**src/rtl/key_pkg.sv**
```systemverilog
// Shared definitions for key-gesture logic: FSM state encoding and key polarity.
package key_pkg;

    typedef enum logic [2:0] {
        IDLE      = 3'd0,
        PRESS1    = 3'd1,
        WAIT2     = 3'd2,
        PRESS2    = 3'd3,
        LONG_HOLD = 3'd4
    } state_t;

    localparam logic KEY_PRESSED = 1'b0;

endpackage

```
**src/rtl/key_click_classifier_edge.sv**
```systemverilog
// Press/release edge detector for a debounced active-low key level.
module key_edge_detect
    import key_pkg::*;
(
    input  logic clk,
    input  logic rst,
    input  logic key_state,
    output logic fall,
    output logic rise
);

    logic key_d;

    // Resetting to "released" turns a key already held at reset release into a fresh press.
    always_ff @(posedge clk or posedge rst) begin
        if (rst) begin
            key_d <= ~KEY_PRESSED;
        end else begin
            key_d <= key_state;
        end
    end

    assign fall = (key_d != KEY_PRESSED) && (key_state == KEY_PRESSED);
    assign rise = (key_d == KEY_PRESSED) && (key_state != KEY_PRESSED);

endmodule

```
**src/rtl/key_click_classifier.sv**
```systemverilog
// Classifies key gestures into single click, double click or long press pulses
// using one shared cycle counter.
module key_click_classifier
    import key_pkg::*;
#(
    parameter int LONG_CYCLES = 50_000_000,
    parameter int GAP_CYCLES  = 15_000_000
) (
    input  logic clk,
    input  logic rst,
    input  logic key_state,
    output logic single_click,
    output logic double_click,
    output logic long_press,
    output logic busy
);

    localparam int MAX_CYCLES = (LONG_CYCLES > GAP_CYCLES) ? LONG_CYCLES : GAP_CYCLES;
    localparam int CNT_W      = $clog2(MAX_CYCLES) + 1;
    localparam logic [CNT_W-1:0] LONG_LAST = CNT_W'(LONG_CYCLES - 1);
    localparam logic [CNT_W-1:0] GAP_LAST  = CNT_W'(GAP_CYCLES - 1);

    logic fall;
    logic rise;

    state_t           state;
    state_t           state_next;
    logic [CNT_W-1:0] cnt;
    logic [CNT_W-1:0] cnt_next;
    logic             single_next;
    logic             double_next;
    logic             long_next;

    key_edge_detect u_edge (
        .clk       (clk),
        .rst       (rst),
        .key_state (key_state),
        .fall      (fall),
        .rise      (rise)
    );

    always_ff @(posedge clk or posedge rst) begin
        if (rst) begin
            state        <= IDLE;
            cnt          <= '0;
            single_click <= 1'b0;
            double_click <= 1'b0;
            long_press   <= 1'b0;
        end else begin
            state        <= state_next;
            cnt          <= cnt_next;
            single_click <= single_next;
            double_click <= double_next;
            long_press   <= long_next;
        end
    end

    // Key edges are tested before terminal counts so a coincident edge always wins.
    always_comb begin
        state_next  = state;
        cnt_next    = cnt;
        single_next = 1'b0;
        double_next = 1'b0;
        long_next   = 1'b0;
        case (state)
            IDLE: begin
                if (fall) begin
                    state_next = PRESS1;
                    cnt_next   = '0;
                end
            end
            PRESS1: begin
                if (rise) begin
                    state_next = WAIT2;
                    cnt_next   = '0;
                end else if (cnt == LONG_LAST) begin
                    state_next = LONG_HOLD;
                    cnt_next   = '0;
                    long_next  = 1'b1;
                end else begin
                    cnt_next = cnt + 1'b1;
                end
            end
            LONG_HOLD: begin
                if (rise) begin
                    state_next = IDLE;
                end
            end
            WAIT2: begin
                if (fall) begin
                    state_next = PRESS2;
                    cnt_next   = '0;
                end else if (cnt == GAP_LAST) begin
                    state_next  = IDLE;
                    cnt_next    = '0;
                    single_next = 1'b1;
                end else begin
                    cnt_next = cnt + 1'b1;
                end
            end
            PRESS2: begin
                if (rise) begin
                    state_next  = IDLE;
                    double_next = 1'b1;
                end
            end
            default: begin
                state_next = IDLE;
                cnt_next   = '0;
            end
        endcase
    end

    assign busy = (state != IDLE);

endmodule

```
**config.mk**
```make
export PLATFORM = sky130hd
export DESIGN_NAME = key_click_classifier
export DESIGN_NICKNAME = d
export VERILOG_FILES = /design/src/rtl/key_pkg.sv /design/src/rtl/key_click_classifier_edge.sv /design/src/rtl/key_click_classifier.sv
export SDC_FILE = /design/constraint.sdc
export NUM_CORES = 1
export LEC_CHECK = 0
export BUFFER_PORTS_ARGS = -buffer_cell sky130_fd_sc_hd__buf_2
export CORE_MARGIN = 8
export CORE_UTILIZATION = 50
export CTS_CLUSTER_DIAMETER = 40
export CTS_CLUSTER_SIZE = 40
export DETAILED_ROUTE_END_ITERATION = 6
export PLACE_DENSITY = 0.78
export SETUP_SLACK_MARGIN = 0.3
export SYNTH_ARGS = -nofsm -noshare
export SYNTH_HDL_FRONTEND = slang
export SYNTH_SLANG_ARGS = --single-unit
```
**constraint.sdc**
```tcl
create_clock -name clk -period 2.57 [get_ports clk]
set_input_delay 0.257 -clock clk [delete_from_list [all_inputs] [get_ports clk]]
set_output_delay 0.257 -clock clk [all_outputs]
set_load 0.05 [all_outputs]
```
==> reports/qor.txt, run 1 <==
RSZ-0062 raised after global routing -> yes
Clk_skew -> 0.00892 ns
Global-route wire length before repair -> 7300 microns
Outcome -> finished, final reports clean
Number of H-tree levels -> 2
Global Route Usage Sum -> 14.4%
R2R Path End -> cnt[9]
DRT antenna net count -> 0
Final count of negative-setup-slack endpoints -> 0
Post-layout util -> 56.4%
Final period utilization -> 85.6%
Crit end category -> flip-flop
Worst path cell trace -> or4_4 > nor4_4 > a21oi_2 > a211oi_2 > buf_6 > nor2_1
Worst Path Arrival -> 2.38 ns
Worst EP required -> 2.75 ns
Die X -> 78.9 microns
Asr flop ratio synth -> 100%
Die ar. -> 0.00622 sq mm
Clk_lat worst skew -> 0.30 ns
Crit path kind -> flip-flop to flip-flop
DRT Wirelength -> 4300 microns
Count of final hold-check violations -> 0
Ant diodes -> 0
Register area share after synthesis -> 43.1%
Critical path fanouts, max -> 20
CTS tree -> yes
Number of synthesized flops with an enable pin -> 0
Min Clock Period, post-route -> 2.20 ns
Clock sink total -> 34
Die height -> 78.9 microns
Fmax -> 455 MHz
Synth unique cells -> 52
Hpwl dp -> 2910 microns
Pleak -> 0.887 nW
Top_reg_cell synth -> dfrtp_1
NumNets Final -> 225
Drc violations -> 0
Max VDD drop -> 0.390 mV
Worst reg2reg setup slack -> 0.37 ns
Initial antenna violation count -> 0
Ys Warns -> 0
1st-iter DRT viols -> 204
Initial DRT Pass Iterations -> 5
# port buffers -> 6
# rows -> 23
Pin slew with the least headroom to its limit -> 0.754 ns
Syn avg cell area -> 9.46 sq um
Max-cap viol count -> 0
Largest net degree at the start of global routing -> 21
R2R cell count -> 6
Placer Congestion -> 0.865
Starting Density -> 50.5%
Seq. cell area -> 852 sq um
Flops & latches, synth -> 34
Area grow syn2layout -> 11.7%
Worst path top cell family by delay -> simple AND/OR/NAND/NOR gates
Syn Nets -> 213
Slowest-stage cell, CP -> or4_4
Mapped cell area -> 0.00198 sq mm
WP buf/inv -> 1
Stages on worst setup path -> 6
Multi-input gate area -> 0.00108 sq mm
Via count -> 1643
Fill cell count -> 366
Drt wl/cell -> 15.8 microns
Max-Slew Margin vs Limit -> 49.5%
Final setup margin -> 0.370 ns
Setup TNS Final -> 0 ns
Clock root buffer -> clkbuf_8
CTS buffer count -> 5
Hold Crit Class -> primary input to asynchronous set/reset pin
Gr ovfl total -> 0
Design area -> 0.00221 sq mm
Power Density -> 646 mW/mm^2
Worst-path clk slew -> 0.06 ns
Placed cell area -> 0.00205 sq mm
Max incr delay on CP -> 0.57 ns
Syn Inst Count -> 209
Io pins -> 7
Worst hold slack -> 0.0456 ns
Slew Viols, Final -> 0
CORE AREA -> 0.00391 sq mm
DR vias/cell -> 6.04
Deepest clock path buffer count -> 2
Share of layout cells above drive strength 1 -> 18.9%
Startpoint type of the worst setup path -> flip-flop
Reg-to-Reg Start -> cnt[10]
Dpl ws -> 0.377 ns
Vias in the first global route -> 1559
## sequential cells by signal (all words and copies together) (netlist names)
name,flops
state,3
long_press,1
single_click,1
double_click,1
u_edge.key_d,1
cnt,27
## layer usage
| layer | vias up | GRT usage (%) | part of all wire (%) |
|---|---|---|---|
| li1 | 791 | - | - |
| met1 | 789 | 18.6 | 45 |
| met2 | 56 | 21.7 | 48 |
| met3 | 7 | 4.06 | 5.7 |
| met4 | 0 | 7.04 | 1.3 |
| met5 | - | 0 | 0 |
## Yosys cell counts, types with 2 or more instances
cell type  count  area share [%]
dfrtp_1       33              42
nor2_1        19             3.6
nand2_1       18             3.4
a21oi_1       13             3.3
nand4_1       11             3.5
nand3_1       10             2.5
o31ai_1        8             3.0
xor2_1         8             3.5
inv_1          6             1.1
o21ai_0        6             1.5
or4_1          6             2.3
or3_1          5             1.6
and3_1         4             1.3
nand2b_1       4             1.3
xnor2_1        4             1.8
buf_2          3            0.76
nor2_2         3            0.95
nor3_1         3            0.76
a31oi_1        2            0.63
and2_1         2            0.63
buf_6          2             1.1
clkbuf_1       2            0.38
nand3b_1       2            0.76
nor2b_2        2            0.89
nor4_1         2            0.63
nor4_4         2             2.2
o21bai_1       2            0.76
o2bb2ai_1      2            0.89
or2_2          2            0.63
## layout make-up
type	count	area share (%)
inverters	6	1.02
multi-input cells	162	49.0
flip-flops and latches	34	38.6
clock buffers	8	4.99
repair buffers	12	3.57
well taps	50	2.83
## cell usage in the layout, fill, tap and decap left out, types with 3 or more instances in the layout
| master | count |
|---|---|
| nand2_1 | 17 |
| nand3_1 | 9 |
| buf_2 | 6 |
| nand4_1 | 11 |
| a21oi_1 | 12 |
| nand2b_1 | 4 |
| or3_1 | 5 |
| inv_1 | 6 |
| buf_4 | 5 |
| or4_1 | 6 |
| nor3_1 | 3 |
| and3_1 | 4 |
| clkbuf_8 | 8 |
| xnor2_1 | 4 |
| nor2_1 | 19 |
| nor4_4 | 3 |
| xor2_1 | 8 |
| o31ai_1 | 8 |
| o21ai_0 | 6 |
| dfrtp_1 | 33 |
## where the power goes
group / total (W) / switching (W) / internal, W
Clock: 0.000464 / 0.000194 / 0.000270
Sequential: 0.000633 / 0.0000644 / 0.000569
Combinational: 0.000328 / 0.000226 / 0.000102
Total: 0.00143 / 0.000485 / 0.000941
## worst max-delay path by stage
stage / start / end / slack (ns)
final: cnt[10] / cnt[9] / 0.37
after global routing: cnt[10] / cnt[9] / 0.23
after CTS: cnt[10] / cnt[15] / 0.34
after detailed placement: cnt[10] / cnt[15] / 0.38
after global placement: cnt[10] / cnt[14] / 0.43
after floorplan: cnt[10] / cnt[22] / 0.56
## stage by stage
step | std cells | power (W)
CTS | 269 | 0.00142
global placement | 261 | 0.000941
global route | 272 | 0.00151
floorplan | 209 | 0.000901
detailed placement | 261 | 0.000949
finish | 272 | 0.00143
## kinds of logic after synthesis
family	count (synthesis)	share of synthesized area, %
compound gates	41	14.1
buf+inv	13	3.42
xor+xnor	12	5.32
mux	1	0.506
flops	34	43.1
simple gates	106	32.4
fa+ha+maj	2	1.14
## what timing repair did
item	4_1_cts	5_1_grt
endpoints found under the setup margin	2	21
hold buffers	0	0
pin swaps	0	1
gates resized for setup	1	5
setup buffers	0	3
No activity file was read; power rests on OpenSTA's default activity.
==> inputs of run 2 (changes only) <==
--- a/config.mk
+++ b/config.mk
@@ -11,8 +11,9 @@
 export CTS_CLUSTER_DIAMETER = 40
 export CTS_CLUSTER_SIZE = 40
 export DETAILED_ROUTE_END_ITERATION = 6
-export PLACE_DENSITY = 0.78
+export PLACE_DENSITY = 0.64
 export SETUP_SLACK_MARGIN = 0.3
 export SYNTH_ARGS = -nofsm -noshare
 export SYNTH_HDL_FRONTEND = slang
+export SYNTH_HIERARCHICAL = 1
 export SYNTH_SLANG_ARGS = --single-unit
==> reports/qor.txt, run 2 <==
RSZ-0062 raised after global routing -> yes
Largest registers -> cnt x27, state x3
Asr flop ratio synth -> 100%
Die ar. -> 0.00597 sq mm
# port buffers -> 6
Area contributors post-synth -> dfrtp_1 (44%), xor2_1 (6.5%), nor2_1 (5.0%), a21o_1 (4.4%), o21ai_0 (4.0%)
Io pins -> 7
Most frequent cells in the layout -> dfrtp_1 (31), nor2_1 (25), xor2_1 (14)
Area leader, netlist -> dfrtp_1
Most common cell in the synthesized netlist -> dfrtp_1
Synth unique cells -> 42
Placed Instances -> 255
Final count of negative-setup-slack endpoints -> 0
Vias in the first global route -> 1464
CTS buffer count -> 5
Outcome -> finished, final reports clean
Largest register by flop count -> cnt
Critical path fanouts, max -> 7
Largest net degree at the start of global routing -> 34
Max VDD drop -> 0.473 mV
Pleak -> 1.07 nW
Count of final hold-check violations -> 0
CORE AREA -> 0.00363 sq mm
Clock Power Share -> 22.7%
Setup TNS Final -> 0 ns
Global Route Usage Sum -> 13.9%
Sw Pwr -> 0.000662 W
Gr ovfl total -> 0
Slew Viols, Final -> 0
Number of H-tree levels -> 2
Clock root buffer -> clkbuf_8
Clk_skew -> 0.00665 ns
Deepest clock path buffer count -> 2
Final period utilization -> 87.6%
NumNets Final -> 227
Syn avg cell area -> 9.21 sq um
Seq pwr share -> 35.2%
Hold Crit Class -> primary input to flip-flop
Max-Slew Margin vs Limit -> 55.5%
Worst Path Arrival -> 2.43 ns
Post-Layout Cell Count -> 272
Flops & latches, synth -> 34
Share of layout cells above drive strength 1 -> 21.4%
CTS tree -> yes
Top_reg_cell synth -> dfrtp_1
Global-route wire length before repair -> 6790 microns
Register area share after synthesis -> 45.4%
Worst-path clk slew -> 0.07 ns
Startpoint type of the worst setup path -> flip-flop
Ys Warns -> 6
Area grow syn2layout -> 17.4%
Clock sink total -> 34
Hpwl dp -> 2730 microns
R2R cell count -> 7
Fmax -> 444 MHz
Initial antenna violation count -> 0
Clk_lat worst skew -> 0.29 ns
Die X -> 77.3 microns
Placer Congestion -> 0.836
Pint -> 0.00113 W
Ant diodes -> 0
Crit end category -> flip-flop
# rows -> 22
Worst Hold Path Cells -> 1
Max-cap viol count -> 0
Commonest non-fill, non-tap cell in the layout -> dfrtp_1
Combinational Power Share -> 42.1%
Mapped cell area -> 0.00188 sq mm
DRT Wirelength -> 4030 microns
DR vias/cell -> 5.72
Starting Density -> 51.7%
Drc violations -> 0
Syn Nets -> 208
1st-iter DRT viols -> 74
Largest register FFs -> 27
Power Density -> 811 mW/mm^2
Initial DRT Pass Iterations -> 4
Drt wl/cell -> 14.8 microns
Min Clock Period, post-route -> 2.25 ns
DRT antenna net count -> 0
Die height -> 77.3 microns
Crit path kind -> flip-flop to flip-flop
Pin slew with the least headroom to its limit -> 0.661 ns
Sw Ratio -> 37.0%
Number of synthesized flops with an enable pin -> 0
Top-area cell type share of the netlist area -> 44.0%
Syn Inst Count -> 204
Via count -> 1555
Worst EP required -> 2.75 ns
Commonest cells in the netlist -> dfrtp_1 (33), nor2_1 (25), o21ai_0 (15)
-- run 2: cells by family after synthesis --
family | synth area share [%]
compound gates | 11.9
xor+xnor | 7.00
fa+ha+maj | 0.666
buf+inv | 4.26
flops | 45.4
mux | 0.533
simple gates | 30.3
-- run 2: final cells by class --
type,count,area [sq um]
Fill cell,346,1430
Inverter,7,26.3
Clock buffer,7,86.3
Multi-Input combinational cell,154,1010
Clock inverter,1,5.00
Tap cell,48,60.1
Sequential cell,34,855
Timing Repair Buffer,21,164
-- run 2: per-layer routing --
layer / wire (microns) / part of all wire, % / GRT usage (%) / vias to the layer above
met4: 60 / 1.5 / 5.66 / 0
met5: 0 / 0 / 0 / -
met1: 1920 / 47 / 17.3 / 760
met3: 161 / 4.0 / 4.31 / 5
li1: - / - / - / 764
met2: 1890 / 47 / 21.6 / 26
-- run 2: critical path, stage by stage, from the launching register on --
cell	delay, ns
dfrtp_2	0.45
or4bb_4	0.54
nor4_4	0.28
a31o_1	0.20
a21boi_4	0.27
buf_6	0.17
o21ai_2	0.06
a21o_1	0.16
-- run 2: stage by stage --
stage | util [%] | setup WS (ns) | instance area, sq um | total power [W] | hold WS (ns)
6_report | 60.7 | 0.318 | 2200 | 0.00179 | 0.0878
4_1_cts | 56.9 | 0.294 | 2070 | 0.00161 | 0.0810
3_3_place_gp | 53.9 | 0.279 | 1960 | 0.00117 | 0.263
3_5_place_dp | 53.9 | 0.245 | 1960 | 0.00119 | 0.268
2_1_floorplan | - | 0.397 | 1880 | 0.00108 | 0.147
5_1_grt | 60.7 | 0.249 | 2200 | 0.00190 | 0.0797
-- run 2: timing repair --
item,4_1_cts,5_1_grt
setup buffers,0,5
cloned,0,3
endpoints found under the setup margin,8,16
pin swaps,0,12
hold buffers,1,0
gates resized for setup,2,29
endpoints found under the hold margin,1,0
-- run 2: worst paths after layout --
kind,startpoint,end,slack [ns]
worst max register to register,cnt[8],cnt[11],0.32
max in group asynchronous,rst,cnt[17],1.64
worst max-delay path,cnt[8],cnt[11],0.32
worst min-delay path,key_state,u_edge/key_d,0.09
worst min register to register,cnt[0],cnt[0],0.51
min in group asynchronous,rst,u_edge/key_d,0.51
-- run 2: power groups by stage --
| stage | Sequential [W] | Combinational, W | Clock (W) |
|---|---|---|---|
| final | 0.000629 | 0.000753 | 0.000406 |
| after floorplan | 0.000619 | 0.000464 | 0 |
| after CTS | 0.000627 | 0.000570 | 0.000414 |
| after global placement | 0.000634 | 0.000533 | 0 |
| after detailed placement | 0.000636 | 0.000551 | 0 |
| after global routing | 0.000638 | 0.000818 | 0.000440 |
